[config.mk]
export PLATFORM = sky130hd
export DESIGN_NAME = sprite_blitter
export DESIGN_NICKNAME = d
export VERILOG_FILES = /design/src/rtl/sprite_blitter.sv
export SDC_FILE = /design/constraint.sdc
export NUM_CORES = 1
export LEC_CHECK = 0
export BUFFER_PORTS_ARGS = -buffer_cell sky130_fd_sc_hd__buf_4
export CAP_MARGIN = 15
export CORE_ASPECT_RATIO = 0.9
export CORE_MARGIN = 2
export CORE_UTILIZATION = 50
export DETAILED_ROUTE_END_ITERATION = 16
export PLACE_DENSITY_LB_ADDON = 0.2
export SLEW_MARGIN = 20
export SYNTH_ARGS = -nofsm -noshare
export SYNTH_HDL_FRONTEND = slang
export SYNTH_SLANG_ARGS = --single-unit
export TNS_END_PERCENT = 20
[constraint.sdc]
create_clock -name clk50 -period 3.7 [get_ports clk50]
set_input_delay 0.555 -clock clk50 [delete_from_list [all_inputs] [get_ports clk50]]
set_output_delay 0.555 -clock clk50 [all_outputs]
set_load 0.01 [all_outputs]
[src/rtl/sprite_blitter.sv]
// Render-command consumer: pops FIFO commands, streams sprite pixels from image
// memory one per clock, and writes visible, non-key pixels to the frame buffer.
//
// state   | meaning
// --------+-----------------------------------------------------------
// S_IDLE  | waiting for cmd_valid; pops one command per cycle
// S_RUN   | issuing sprite read addresses, one per unstalled cycle
// S_DRAIN | last address issued; waiting for pipeline and write to retire
module sprite_blitter #(
    parameter int          SPRITE_W    = 32,
    parameter int          SPRITE_H    = 32,
    parameter int          SCREEN_W    = 640,
    parameter int          SCREEN_H    = 480,
    parameter logic [23:0] TRANSPARENT = 24'hFF00FF
) (
    input  logic        clk50,
    input  logic        reset,
    input  logic        cmd_valid,
    input  logic [47:0] cmd_data,
    output logic        cmd_pop,
    output logic [19:0] pix_addr,
    input  logic [23:0] pix_din,
    output logic        fb_we,
    output logic [18:0] fb_addr,
    output logic [23:0] fb_data,
    input  logic        fb_wready,
    output logic        busy
);

    localparam int CW = $clog2(SPRITE_W);
    localparam int RW = $clog2(SPRITE_H);

    typedef enum logic [1:0] {
        S_IDLE  = 2'd0,
        S_RUN   = 2'd1,
        S_DRAIN = 2'd2
    } state_t;

    state_t r_state;
    state_t w_state_nxt;

    logic [9:0]    r_x;
    logic [9:0]    r_y;
    logic [CW-1:0] r_a_col;
    logic [RW-1:0] r_a_row;
    logic          r_a_vld;
    logic [CW-1:0] r_b_col;
    logic [RW-1:0] r_b_row;
    logic          r_b_vld;
    logic [23:0]   r_b_hold;
    logic          r_stall_q;

    logic          w_stall;
    logic          w_is_blit;
    logic          w_a_last;
    logic [23:0]   w_b_data;
    logic [10:0]   w_sx;
    logic [10:0]   w_sy;
    logic          w_visible;
    logic [18:0]   w_fb_addr;

    assign w_stall   = fb_we && !fb_wready;
    assign w_is_blit = (cmd_data[47:40] == 8'h01);
    assign w_a_last  = r_a_vld && (r_a_col == CW'(SPRITE_W - 1))
                               && (r_a_row == RW'(SPRITE_H - 1));

    // Memory keeps re-reading the frozen address during a stall, which returns
    // the word after the one stage B owns; hold stage B's word until release.
    assign w_b_data  = r_stall_q ? r_b_hold : pix_din;

    assign w_sx      = {1'b0, r_x} + 11'(r_b_col);
    assign w_sy      = {1'b0, r_y} + 11'(r_b_row);
    assign w_visible = (w_b_data != TRANSPARENT)
                    && (w_sx < 11'(SCREEN_W))
                    && (w_sy < 11'(SCREEN_H));
    assign w_fb_addr = 19'(32'(w_sy) * 32'(SCREEN_W) + 32'(w_sx));

    always_ff @(posedge clk50) begin
        if (reset) begin
            r_state <= S_IDLE;
        end else begin
            r_state <= w_state_nxt;
        end
    end

    always_comb begin
        w_state_nxt = r_state;
        cmd_pop     = 1'b0;
        busy        = 1'b0;
        case (r_state)
            S_IDLE: begin
                if (cmd_valid && !reset) begin
                    cmd_pop = 1'b1;
                    if (w_is_blit) begin
                        busy        = 1'b1;
                        w_state_nxt = S_RUN;
                    end
                end
            end
            S_RUN: begin
                busy = 1'b1;
                if (!w_stall && w_a_last) begin
                    w_state_nxt = S_DRAIN;
                end
            end
            S_DRAIN: begin
                busy = 1'b1;
                if (!r_a_vld && !r_b_vld && !w_stall) begin
                    w_state_nxt = S_IDLE;
                end
            end
            default: w_state_nxt = S_IDLE;
        endcase
    end

    always_ff @(posedge clk50) begin
        if (reset) begin
            r_x       <= '0;
            r_y       <= '0;
            pix_addr  <= '0;
            r_a_col   <= '0;
            r_a_row   <= '0;
            r_a_vld   <= 1'b0;
            r_b_col   <= '0;
            r_b_row   <= '0;
            r_b_vld   <= 1'b0;
            r_b_hold  <= '0;
            r_stall_q <= 1'b0;
            fb_we     <= 1'b0;
            fb_addr   <= '0;
            fb_data   <= '0;
        end else begin
            if (cmd_pop && w_is_blit) begin
                r_x      <= cmd_data[39:30];
                r_y      <= cmd_data[29:20];
                pix_addr <= cmd_data[19:0];
                r_a_col  <= '0;
                r_a_row  <= '0;
                r_a_vld  <= 1'b1;
            end else if (!w_stall && r_a_vld) begin
                if (w_a_last) begin
                    r_a_vld <= 1'b0;
                end else begin
                    // Row-major scan of a SPRITE_W-wide sprite is a linear walk.
                    pix_addr <= pix_addr + 20'd1;
                    r_a_col  <= r_a_col + 1'b1;
                    if (r_a_col == CW'(SPRITE_W - 1)) begin
                        r_a_row <= r_a_row + 1'b1;
                    end
                end
            end

            if (!w_stall) begin
                r_b_vld <= r_a_vld;
                r_b_col <= r_a_col;
                r_b_row <= r_a_row;
                fb_we   <= r_b_vld && w_visible;
                if (r_b_vld && w_visible) begin
                    fb_addr <= w_fb_addr;
                    fb_data <= w_b_data;
                end
            end

            r_stall_q <= w_stall;
            if (w_stall) begin
                r_b_hold <= w_b_data;
            end
        end
    end

endmodule

Yosys cells after proc, flatten, opt, wreduce, memory -nomap -nowiden
Cells that the tools add are included.
{"block": "totals", "ff_bits": 133, "in_bits": 76, "elab_cells": 82, "output_inout_bits": 66}
{"block": "classes", "muxes": 17, "n_eq_ne": 11, "n_reduce_logical": 28, "n_lt_le_gt_ge": 2, "n_bitwise": 2, "n_addsub": 6, "multipliers": 1}
{"operator": "$mux 20", "count": 3}
{"operator": "$mux 24", "count": 1}
{"operator": "$ne 24x24->1 const B", "count": 1}
{"operator": "$add 10x5->11", "count": 2}
{"operator": "$add 20x1->20 const B", "count": 1}
{"operator": "$add 19x11->19", "count": 1}
{"operator": "$logic_and 1x1->1", "count": 12}
{"operator": "$mul 11x3->12 const B", "count": 1}
{"operator": "$lt 11x10->1 const B", "count": 1}
{"operator": "$lt 11x9->1 const B", "count": 1}
{"operator": "$add 5x1->5 const B", "count": 2}
{"operator": "$eq 5x5->1 const B", "count": 2}
{"operator": "$eq 8x1->1 const B", "count": 1}
{"operator": "$mux 2", "count": 4}
{"operator": "$ne 2x2->1 const B", "count": 4}
{"operator": "$reduce_and 2->1", "count": 4}
{"operator": "$mux 1", "count": 7}
{"operator": "$pmux 2 s3", "count": 1}
{"operator": "$logic_not 1->1", "count": 5}
{"operator": "$reduce_and 4->1", "count": 1}
{"operator": "$reduce_bool 2->1", "count": 2}
{"operator": "$reduce_or 2->1", "count": 2}
{"operator": "$reduce_and 3->1", "count": 1}
{"operator": "$eq 2x1->1 const B", "count": 1}
{"operator": "other kinds (5)", "count": 6}

Depth between registers and ports, before layout
{"block": "logic_depth", "ltp_word": 7, "mapped_depth": 17, "depth_no_buf": 17}

Worst setup path after synthesis
Ideal clock, no wire load.
{"block": "synth_path", "kind": "reg2reg", "from": "register r_y[0]", "to": "register fb_addr[18]", "required_time_ps": 3614, "slack_ps": 243, "path_stages_with_launch": 17, "arrival_time_ps": 3370, "setup_ps": 86, "synth_period_minus_slack_ps": 3457, "n_path_buf": 0, "path_cell_list": "dfxtp_1 ha_1 inv_1 fa_1 nor2b_4 or2_1 a21oi_1 xnor2_1 ha_1 fa_1 a211oi_1 o21ai_0 a21o_1 a21o_1 xnor2_1 xnor2_1 a211oi_1"}
{"block": "synth_between", "elab_chain_len": 5, "word_cells_on_any_way": 7, "cone_classes": "2 x add/sub; 1 x mul; 1 x order compare; 3 x reduce/logical"}
{"item": "start, declared", "line": "43", "rtl": "logic [9:0] r_y;"}
{"item": "start signal, assigned", "line": "135", "rtl": "r_y <= cmd_data[29:20];"}
{"item": "$add 10x5->11 *", "line": "72", "rtl": "assign w_sy = {1'b0, r_y} + 11'(r_b_row);"}
{"item": "parallel branches: the longest is 4 deep, another holds $add 19x11->19"}
{"item": "end signal, assigned", "line": "159", "rtl": "fb_addr <= w_fb_addr;"}
{"item": "end, declared", "line": "24", "rtl": "output logic [18:0] fb_addr,"}
Every way passes the cells marked *.
A chain may end at the register's enable or synchronous reset.

Worst setup path after layout
Ends and elaborated chain as after synthesis.

==> impl_metrics.env <==
export IMPL_cpPeakStageDelay_ps=390
export IMPL_firstDrtPassIters=5
export IMPL_die_h_um=118.0
export IMPL_pin_count=142
export IMPL_initial_core_util_pct=51.36
export IMPL_peakVddDrop_v=0.0003265
export IMPL_cts_root_buf="clkbuf_16"
export IMPL_grt_max_degree=78
export IMPL_startpoint_type="flip-flop"
export IMPL_finalWirelength_mm=18.15
export IMPL_antenna_found_initial=0
export IMPL_final_layout_size_suffix_gt1_share_pct=26.80
export IMPL_drc=0
export IMPL_rsz0062_at_grt="yes"
export IMPL_synth_largest_area_cell="dfxtp_1"
export IMPL_clk_path_buf_depth=2
export IMPL_max_slew_margin_pct=35.19
export IMPL_ys_types=56
export IMPL_path_clk_slew_ps=50
export IMPL_final_nets=1090
export IMPL_cts_sinks=133
export IMPL_syn_to_final_growth_pct=26.22
export IMPL_netSwitchingFraction_pct=21.66
export IMPL_ys_flop_type="dfxtp_1"
export IMPL_antenna_left=0
export IMPL_cp_cell_sequence="ha_2, inv_1, fa_2, nor2b_4, or2_1, a311o_1, nand4_1, xnor2_2, ha_1, ha_4, o21a_1, a21o_1, a21o_1, xnor2_2, xnor2_1, a211oi_1"
export IMPL_cts_buffers=17
export IMPL_syn_inst=850
export IMPL_dp_hpwl_mm=12.78
export IMPL_p_leak_nw=3.550
export IMPL_power_density_nw_per_um2=339.7
export IMPL_vias=6417
export IMPL_synth_top_cells_by_area="dfxtp_1 (37%), a21oi_1 (7.9%), nand2_1 (7.2%)"
export IMPL_seq_area_frac_synth_pct=36.88
export IMPL_path_class="flip-flop to flip-flop"
export IMPL_die_x_um=130.7
export IMPL_maxCapViolCount=0
export IMPL_synth_fp_nets=968
export IMPL_synth_top_area_share_pct=36.88
export IMPL_synth_edf_count=0
export IMPL_cp_end_kind="flip-flop"
export IMPL_diodes=0
export IMPL_seq_power_share_pct=46.4
export IMPL_switchingPower_w=0.0006707
export IMPL_path_delay_family="adder cells"
export IMPL_status="complete, no violations"
export IMPL_drv_slew=0
export IMPL_fin_ws_ps=162.3
export IMPL_h_tree_depth=4
export IMPL_fmax_ghz=0.2827
export IMPL_coreArea_um2=14060
export IMPL_grt_pass1_vias=5964
export IMPL_p_int_w=0.002425
export IMPL_post_drt_via_cell_ratio=5.447
export IMPL_rows=41
export IMPL_drt_initial_drc_count=415
export IMPL_fin_cells=1178
export IMPL_worstPathRequired_ps=3960
export IMPL_power_share_clock_pct=49.5
export IMPL_hold_path_class="input pin to flip-flop"
export IMPL_grtUsageTotal_pct=23.61
export IMPL_place_congestion=0.8569
export IMPL_dp_worst_setup_slack_ps=-42.23
export IMPL_fin_crit_sh_pct=95.61
export IMPL_grt_first_pass_wirelength_mm=29.27
export IMPL_grt_overflow=0
export IMPL_dp_cells=1141
export IMPL_hold_viol=0
export IMPL_numPortBuffers=141
export IMPL_yosysMostFrequentCell="nand2_1"
export IMPL_yosysWarnings=0
export IMPL_arrival_ps=3800
export IMPL_async_reset_ff_share_pct=0
export IMPL_netlist_area_um2=7219
export IMPL_cts_tree="done"
export IMPL_comb_power_share_pct=4.2
export IMPL_clk_latency_ps=420
export IMPL_post_synth_cell_area_avg_um2=8.493
export IMPL_period_needed_ps=3538
export IMPL_ys_ff_latch=133
export IMPL_worst_path_buf_inv=1
export IMPL_wire_per_inst_um=15.40
export IMPL_setup_viol=0
export IMPL_postCtsHoldBufs=0
export IMPL_dieArea_um2=15420
export IMPL_synth_commonest_cells="nand2_1 (138), dfxtp_1 (133), a21oi_1 (114)"
export IMPL_tightest_slew_ps=972.2
export IMPL_finClkSkew_ps=7.810
export IMPL_crit_fanout=3
export IMPL_crit_slowest_cell="fa_2"
[metal layers]
layer	wire length (µm)	up-vias	global-route usage, %
met3	910	20	5.227
li1	-	3234	-
met1	9091	2987	34.48
met2	7791	176	33.95
met4	354	0	8.577
met5	0	-	0
[stage by stage]
step                setup TNS [ps]  power [W]  utilization [%]  hold WS, ps  instance area [µm²]
floorplan                        0   0.001511                -        435.6                 7219
global placement                 0   0.001594            59.50        444.1                 8363
detailed placement          -63.29   0.001594            59.50        448.1                 8363
CTS                              0   0.003119            63.60        369.2                 8940
global route                -80.60   0.003196            64.83        383.1                 9112
finish                           0   0.003096            64.83        381.7                 9112
[repair_timing]
item	CTS	global route
resized for setup	6	27
setup endpoints to repair	3	5
buffers inserted	1	4
pin swaps	1	16
[cells in the final DEF, fill, tap and decap left out, drive strengths merged, types with 3 or more instances in the layout]
master,count
buf,160
nand2,138
dfxtp,133
a21oi,119
a211oi,55
nor2,51
ha,38
nand3,29
xnor2,29
mux2i,27
xor2,24
o21ai,24
inv,21
clkbuf,20
nand4,18
and3,12
nand2b,10
clkinv,10
a21o,6
nor4,5
nor3,5
nand4b,4
nor2b,4
o2111ai,4
fa,4
and2,3
o21a,3
nor4b,3
or2,3
a31oi,3
[layout make-up]
class / instances / area [µm²]
fillers: 1267 / 4943
inverters: 21 / 78.83
flip-flops and latches: 133 / 2665
clock inverters: 12 / 87.58
clock buffers: 20 / 446.7
multi-input cells: 639 / 4379
repair buffers: 160 / 1214
well taps: 193 / 241.5
[final timing paths]
kind / startpoint / endpoint / slack, ps / cells after the start
hold / removal: cmd_data[24] / r_y[4]$_SDFFE_PP0P_ / 380 / 3
hold reg to reg: r_b_row[2]$_SDFFE_PP0N_ / r_b_row[2]$_SDFFE_PP0N_ / 450 / 2
setup reg to reg: r_y[0]$_SDFFE_PP0P_ / fb_addr[18]$_SDFFE_PP0P_ / 160 / 16
setup / recovery: r_y[0]$_SDFFE_PP0P_ / fb_addr[18]$_SDFFE_PP0P_ / 160 / 16
[worst min-delay path, delay by kind of cell]
kind	cells	cell delay (ps)
AND/OR/NAND/NOR	1	40
buffers and inverters	1	110
AO/OA/AOI/OAI	1	50
[cell families (layout without fill, tap and decap cells)]
| group | after synthesis | count (layout) | synth area share (%) |
|---|---|---|---|
| AO/OA/AOI/OAI | 227 | 227 | 21.53 |
| multiplexers | 27 | 27 | 3.744 |
| AND/OR/NAND/NOR | 290 | 290 | 18.73 |
| buffers and inverters | 78 | 213 | 4.991 |
| adder cells (fa/ha/maj) | 42 | 42 | 7.695 |
| flip-flops | 133 | 133 | 36.88 |
| XOR/XNOR | 53 | 53 | 6.430 |
[power by group through the flow]
stage	logic [W]	registers (W)	clock network, W
2_1_floorplan	0.0000448	0.00147	0
3_3_place_gp	0.000128	0.00147	0
3_5_place_dp	0.000128	0.00147	0
4_1_cts	0.000128	0.00144	0.00156
5_1_grt	0.000138	0.00143	0.00162
6_report	0.000129	0.00144	0.00153
[registers in the layout, indices dropped and copies added, names as in the netlist, 2 cells and up]
register,cells
r_y,10
r_state,2
r_b_col,5
fb_addr,19
fb_data,24
r_b_row,5
r_a_col,5
r_x,10
r_b_hold,24
r_a_row,5
pix_addr,20
Power figures use the tool's default switching activity.
